## src/rtl/demux_scan_pkg.sv

```systemverilog
// Shared types for the scanning LED demultiplexer.
package demux_scan_pkg;

    typedef enum logic [1:0] {
        MODE_PASS   = 2'b00,
        MODE_BLINK  = 2'b01,
        MODE_CHASE  = 2'b10,
        MODE_BOUNCE = 2'b11
    } mode_t;

    localparam logic DIR_UP   = 1'b0;
    localparam logic DIR_DOWN = 1'b1;

endpackage

```

## src/rtl/demux_scan_prescaler.sv

```systemverilog
// Free-running power-of-two prescaler: one-cycle wrap pulse plus a 50% phase bit.
module scan_prescaler #(
    parameter int unsigned DIV_W = 21
) (
    input  logic CLK,
    input  logic RST_N,
    output logic tick,
    output logic phase
);

    // Count value one below the wrap; tick is registered so it is high while div_cnt is all ones.
    localparam logic [DIV_W-1:0] PRE_WRAP = ~DIV_W'(1);

    logic [DIV_W-1:0] div_cnt;

    always_ff @(posedge CLK or negedge RST_N) begin
        if (!RST_N) begin
            div_cnt <= '0;
            tick    <= 1'b0;
        end else begin
            div_cnt <= div_cnt + DIV_W'(1);
            tick    <= (div_cnt == PRE_WRAP);
        end
    end

    assign phase = div_cnt[DIV_W-1];

endmodule

```

## src/rtl/demux_scan.sv

```systemverilog
// Registered 1-of-N demux with latched address and autonomous blink/chase/bounce scanning.
module demux_scan
    import demux_scan_pkg::*;
#(
    parameter  int unsigned CHANNELS = 7,
    parameter  int unsigned DIV_W    = 21,
    localparam int unsigned ADDR_W   = (CHANNELS > 1) ? $clog2(CHANNELS) : 1
) (
    input  logic                CLK,
    input  logic                RST_N,
    input  logic                signal,
    input  logic [ADDR_W-1:0]   addr,
    input  logic                addr_load,
    input  logic [1:0]          mode,
    output logic [CHANNELS-1:0] out,
    output logic [ADDR_W-1:0]   cur_addr,
    output logic                tick
);

    localparam logic [ADDR_W-1:0] LAST = ADDR_W'(CHANNELS - 1);

    logic                phase;
    logic                dir;
    logic [ADDR_W-1:0]   addr_nxt;
    logic                dir_nxt;
    logic [CHANNELS-1:0] out_nxt;
    logic [CHANNELS-1:0] onehot;
    logic                load_ok;
    mode_t               md;

    scan_prescaler #(.DIV_W(DIV_W)) u_prescaler (
        .CLK   (CLK),
        .RST_N (RST_N),
        .tick  (tick),
        .phase (phase)
    );

    // Next address/direction: a valid load beats a scan step.
    always_comb begin
        addr_nxt = cur_addr;
        dir_nxt  = dir;
        md       = mode_t'(mode);
        load_ok  = addr_load && (32'(addr) < CHANNELS);
        if (load_ok) begin
            addr_nxt = addr;
        end else if (tick && (CHANNELS > 1)) begin
            case (md)
                MODE_CHASE: begin
                    addr_nxt = (cur_addr == LAST) ? '0 : cur_addr + ADDR_W'(1);
                end
                MODE_BOUNCE: begin
                    if (dir == DIR_UP) begin
                        if (cur_addr == LAST) begin
                            addr_nxt = LAST - ADDR_W'(1);
                            dir_nxt  = DIR_DOWN;
                        end else begin
                            addr_nxt = cur_addr + ADDR_W'(1);
                        end
                    end else begin
                        if (cur_addr == '0) begin
                            addr_nxt = ADDR_W'(1);
                            dir_nxt  = DIR_UP;
                        end else begin
                            addr_nxt = cur_addr - ADDR_W'(1);
                        end
                    end
                end
                default: ;
            endcase
        end
    end

    // Output decode from the pre-edge address, so out trails cur_addr by a cycle.
    always_comb begin
        onehot  = CHANNELS'(1) << cur_addr;
        out_nxt = onehot;
        case (md)
            MODE_PASS:  out_nxt = signal ? onehot : '0;
            MODE_BLINK: out_nxt = phase  ? onehot : '0;
            default:    out_nxt = onehot;
        endcase
    end

    always_ff @(posedge CLK or negedge RST_N) begin
        if (!RST_N) begin
            cur_addr <= '0;
            dir      <= DIR_UP;
            out      <= '0;
        end else begin
            cur_addr <= addr_nxt;
            dir      <= dir_nxt;
            out      <= out_nxt;
        end
    end

endmodule

```

## config.mk

```make
export PLATFORM = sky130hd
export DESIGN_NAME = demux_scan
export DESIGN_NICKNAME = d
export VERILOG_FILES = /design/src/rtl/demux_scan_pkg.sv /design/src/rtl/demux_scan_prescaler.sv /design/src/rtl/demux_scan.sv
export SDC_FILE = /design/constraint.sdc
export NUM_CORES = 1
export LEC_CHECK = 0
export ABC_AREA = 1
export BUFFER_PORTS_ARGS = -buffer_cell sky130_fd_sc_hd__buf_2
export CORE_MARGIN = 2
export CORE_UTILIZATION = 54
export CTS_CLUSTER_DIAMETER = 80
export DETAILED_ROUTE_END_ITERATION = 8
export PLACE_DENSITY = 0.77
export SETUP_SLACK_MARGIN = 0.1
export SLEW_MARGIN = 15
export SYNTH_ARGS = -nofsm -noshare
export SYNTH_HDL_FRONTEND = slang
export SYNTH_SLANG_ARGS = --single-unit
export TNS_END_PERCENT = 1
```

## constraint.sdc

```tcl
create_clock -name CLK -period 1.45 [get_ports CLK]
set_input_delay 0.29 -clock CLK [delete_from_list [all_inputs] [get_ports CLK]]
set_output_delay 0.29 -clock CLK [all_outputs]
set_load 0.05 [all_outputs]
```

==> flow_metrics.tcl, run 1 <==
set metrics [dict create \
    cts_tree "built" \
    cpMaxStageDelayCell "dfrtp_2" \
    gp_routability_congestion 0.875 \
    met1_length_mm 1.53 \
    synth.avg_cell_area_um2 7.93 \
    synth_seq_area_share 0.498 \
    dr_wl_met2_mm 1.33 \
    setup_tns_ps 0 \
    dp_hpwl_mm 2.31 \
    cp.arrival_ps 1030 \
    drive_above_1_share 0.192 \
    setup-violations-final 0 \
    clockBufferDepth 2 \
    setup_ws_ps 132 \
    start_kind "register" \
    worstPathRequired_ps 1160 \
    crit_type "reg -> out" \
    track_usage 0.203 \
    ys_ff_latch 33 \
    rows 20 \
    core_um2 2980 \
    top_layer "met4" \
    drt_iter0_markers 33 \
    die_height_um 59.4 \
    cts.sinks 33 \
    hold_violations 0 \
    fin_crit_sh 0.909 \
    fillCellCount 260 \
    nets 250 \
    syn_nets 220 \
    hold_class "in -> reg" \
    synth_top_cell_area_share 0.498 \
    yosysMostFrequentCell "nand2_1" \
    synth.largest_area_cell "dfrtp_1" \
    grt_first_pass_wirelength_mm 5.22 \
    status "completed" \
    ys_types 21 \
    crit_path_end_kind "output pin" \
    maxCapViolations 0 \
    yosys_warnings 0 \
    cts_made_buffers 5 \
    maxSlewViolCount 0 \
    min_period_ps 1320 \
    grt.overflow.total 0 \
    p_leak_uw 0.000967 \
    fin_worst_skew_ps 6.76 \
    drc 0 \
    routed-via-count 1352 \
    synthTopCellsByCount "nand2_1 (70), nor2_1 (38), dfrtp_1 (33)" \
    synth_ff_type "dfrtp_1" \
    rsz0062_at_grt "yes" \
    finalWirelength_mm 3.08 \
    synthTopCellsByArea "dfrtp_1 (50%), nand2_1 (16%), nor2_1 (8.6%)" \
    clk_latency_ps 320 \
    ir_drop_uv 495 \
    tightest_slew_ps 524 \
    clock.fmax_mhz 758 \
    area_growth_pct 15.3 \
    cp_max_fo 8 \
    clkTransAtPathRegs_ps 90 \
    pre_cts_ws_ps 121 \
    syn_inst 209 \
    cts-root-buf "clkbuf_4" \
    relSlewSlack 0.651 \
    power.density_nw_per_um2 937 \
    numPortBuffers 19 \
    synth_edf_count 0 \
    dr.pass1.iters 4 \
    ios 20 \
    antenna_found_initial 0 \
    start_util 0.556 \
    max_stage_delay_ps 450 \
    routed-wl-met3_um 198 \
    critPathBufInv 1 \
    cp_top_family "flip-flops" \
    dieWidth_um 59.4 \
    crit_chain "clkbuf_4" \
    viasPerCell 4.95 \
    antenna_cells 0 \
    grt_pass1_vias 1165 \
    htree_levels 2 \
    wl_per_cell_um 11.3 \
    synth_area_um2 1660 \
    synthArstFlopShare 1.00 \
    antenna_left 0 \
    grt_max_degree 26 \
    die-area_um2 3530 \
]
[cells by family after synthesis]
logic type	synth area share
xor gates and xnor gates	0.0793
adders and majority gates	0.0151
AOI/OAI and AO/OA	0.0151
DFF	0.498
and+or+nand+nor	0.357
buffers and inverters	0.0347
[layer usage]
metal / up-vias / global-route usage
li1: 710 / -
met1: 605 / 0.300
met4: 0 / 0.0779
met3: 2 / 0.0699
met5: - / 0
met2: 35 / 0.273
[worst min-delay path, stage by stage]
cell	delay, ps
buf_2	90
or2_2	100
nand3_1	70
nand2_1	50
[where the power goes]
group          total (µW)  leakage, µW  switching [µW]  internal [µW]
logic                 333     0.000509             242           90.7
registers             991     0.000431            35.3            955
clock network         466    0.0000265             273            193
[area by class of cell]
class,count,area (µm²),area share
inverter,14,52.6,0.0275
multi-input combinational,161,796,0.417
timing repair buffer,24,143,0.0747
clock buffer,8,48.8,0.0256
sequential,33,828,0.434
tap,33,41.3,0.0216
[final timing paths]
kind	startpoint	endpoint	slack, ps	cells after the start
setup / recovery	cur_addr[2]	cur_addr[2]	130	1
hold / removal	addr[0]	cur_addr[0]	310	4
setup reg to reg	u_prescaler.div_cnt[1]	u_prescaler.div_cnt[16]	170	6
hold reg to reg	u_prescaler.div_cnt[13]	u_prescaler.div_cnt[13]	500	1
max in group asynchronous	RST_N	out[3]	480	3
min in group asynchronous	RST_N	u_prescaler.div_cnt[15]	470	2
[flip-flops by register name, indices dropped and copies added (netlist names)]
signal,flops
u_prescaler.div_cnt,21
out,7
cur_addr,3
dir,1
u_prescaler.tick,1
[placed cells by master, fill, tap and decap left out, drive strengths merged]
cell / count
nor3b: 1
nand3b: 2
a21oi: 2
buf: 21
ha: 2
o21ai: 3
xor2: 10
dlygate4sd3: 1
nand4: 2
nand3: 14
inv: 14
dfrtp: 33
nor2: 42
or2: 1
nor3: 3
xnor2: 5
nand2: 74
clkbuf: 10
[per-stage QoR]
step	cell area, µm²	total power [µW]	utilization	instances	hold WS [ps]
after floorplan	1660	1240	-	209	-5.59
after global placement	1810	1330	0.609	263	300
after detailed placement	1810	1330	0.609	263	308
after CTS	1870	1810	0.629	272	297
after global routing	1910	1890	0.641	273	324
final	1910	1790	0.641	273	312
[timing repair]
item	CTS	global route
buffers inserted	0	1
endpoints found under the hold margin	23	0
hold buffers	1	0
resized for setup	1	7
setup endpoints to repair	4	8
Power figures use the tool's default switching activity.
==> run 2, diff against run 1 <==
Settings changed: CAP_MARGIN set to 20, CORE_UTILIZATION 54 to 51, PLACE_DENSITY 0.77 to 0.76.
Clock period 1.45 ns to 1.2 ns, I/O delays scaled along.
==> flow_metrics.tcl, run 2 (synthesis results as in run 1) <==
set metrics [dict create \
    clk_latency_ps 350 \
    drive_above_1_share 0.411 \
    gp_routability_congestion 0.909 \
    design_area_um2 2310 \
    grt_first_pass_wirelength_mm 5.68 \
    numPortBuffers 19 \
    crit_chain "ha_4 > nand3_4 > inv_2 > nand2_2 > nor2_2 > xor2_1" \
    fin_crit_sh 1.06 \
    rsz0062_at_grt "yes" \
    area_growth_pct 39.7 \
    pre_cts_ws_ps -33.0 \
    core_um2 3080 \
    min_period_ps 1270 \
    viasPerCell 4.96 \
    crit_type "reg -> reg" \
    setup_tns_ps -116 \
    dpl_cell_area_um2 1920 \
    layout_commonest_cell "nand2_1" \
    crit_path_end_kind "register" \
    antenna_cells 0 \
    fin_worst_skew_ps 6.99 \
    dieWidth_um 61.0 \
    worstPathRequired_ps 1470 \
    drc 0 \
    wl_per_cell_um 13.1 \
    setup-violations-final 3 \
    hold_class "in -> reg" \
    grt_max_degree 23 \
    dr.pass1.iters 4 \
    cts.sinks 33 \
    rows 20 \
    cts_made_buffers 5 \
    cp.arrival_ps 1540 \
    maxCapViolations 0 \
    top_register "u_prescaler.div_cnt" \
    grt.overflow.total 0 \
    multiInputGateArea_um2 918 \
    die_height_um 61.0 \
    violations "setup timing" \
    cp_max_fo 4 \
    cts_tree "built" \
    htree_levels 2 \
    cpMaxStageDelayCell "dfrtp_2" \
    drt_iter0_markers 89 \
    clockBufferDepth 2 \
    antenna_found_initial 0 \
    clkTransAtPathRegs_ps 110 \
    ir_drop_uv 791 \
    seq_area_um2 836 \
    track_usage 0.216 \
    antenna_left 0 \
    power.density_nw_per_um2 1020 \
    clock.fmax_mhz 788 \
    grt_pass1_vias 1244 \
    routed-via-count 1522 \
    setup_ws_ps -69.2 \
    max_stage_delay_ps 430 \
    start_util 0.538 \
    nets 273 \
    die-area_um2 3720 \
    tightest_slew_ps 297 \
    relSlewSlack 0.802 \
    largest_register_ffs 21 \
    cts-root-buf "clkbuf_4" \
    utilization 0.752 \
    fillCellCount 220 \
    dp_hpwl_mm 2.46 \
    reg_top3 "u_prescaler.div_cnt x21, out x7, cur_addr x3" \
    status "complete, but fails checks" \
    p_leak_uw 0.00113 \
    ios 20 \
    start_kind "register" \
    hold_violations 0 \
    final_cell_mix "nand2_1 (58), dfrtp_1 (25), buf_4 (25)" \
    maxSlewViolCount 0 \
    finalWirelength_mm 4.03 \
]
## run 2: worst paths after layout
kind	from	endpoint	slack, ps	depth (start not counted)
worst max-delay path	u_prescaler.div_cnt[1]	u_prescaler.div_cnt[10]	-70	6
worst min-delay path	addr[0]	cur_addr[0]	240	4
worst max register to register	u_prescaler.div_cnt[1]	u_prescaler.div_cnt[10]	-70	6
worst min register to register	u_prescaler.div_cnt[18]	u_prescaler.div_cnt[18]	520	2
max in group asynchronous	RST_N	u_prescaler.div_cnt[8]	500	3
min in group asynchronous	RST_N	u_prescaler.div_cnt[6]	290	2
## run 2: critical path: cells and delay by family (launching register included)
family / cells / cell delay [ps]
buffers and inverters: 1 / 90
AND/OR/NAND/NOR: 3 / 320
XOR/XNOR: 1 / 200
adder cells (fa/ha/maj): 1 / 170
flip-flops: 1 / 430
## run 2: power breakdown
group	internal, µW	switching, µW	leakage, µW
sequential	1160	28.8	0.000423
combinational	194	358	0.000674
clock	220	406	0.0000310
## run 2: cell type report
class	instances	area share
multi-input combinational	161	0.397
sequential	33	0.361
clock inverter	3	0.00757
timing repair buffer	47	0.170
tap	44	0.0238
clock buffer	5	0.0162
inverter	14	0.0249
## run 2: timing repair
item                                    CTS  global route
endpoints found under the setup margin   26            34
gates resized for setup                  14            55
buffers inserted                          8            10
hold buffers                              1             0
gates cloned                              0             0
pin swaps                                 3            15
hold endpoints to repair                 11             0
## run 2: layer usage
layer  track usage  share of wire
met1         0.320           0.44
met2         0.295           0.49
met3        0.0640          0.046
met4        0.0839          0.024
met5             0              0
## run 2: metrics by stage
step / hold WS (ps) / total power, µW / cells
floorplan: -55.6 / 1520 / 209
global placement: 143 / 1630 / 280
detailed placement: 143 / 1640 / 280
CTS: 245 / 2310 / 297
global route: 265 / 2490 / 307
finish: 241 / 2360 / 307
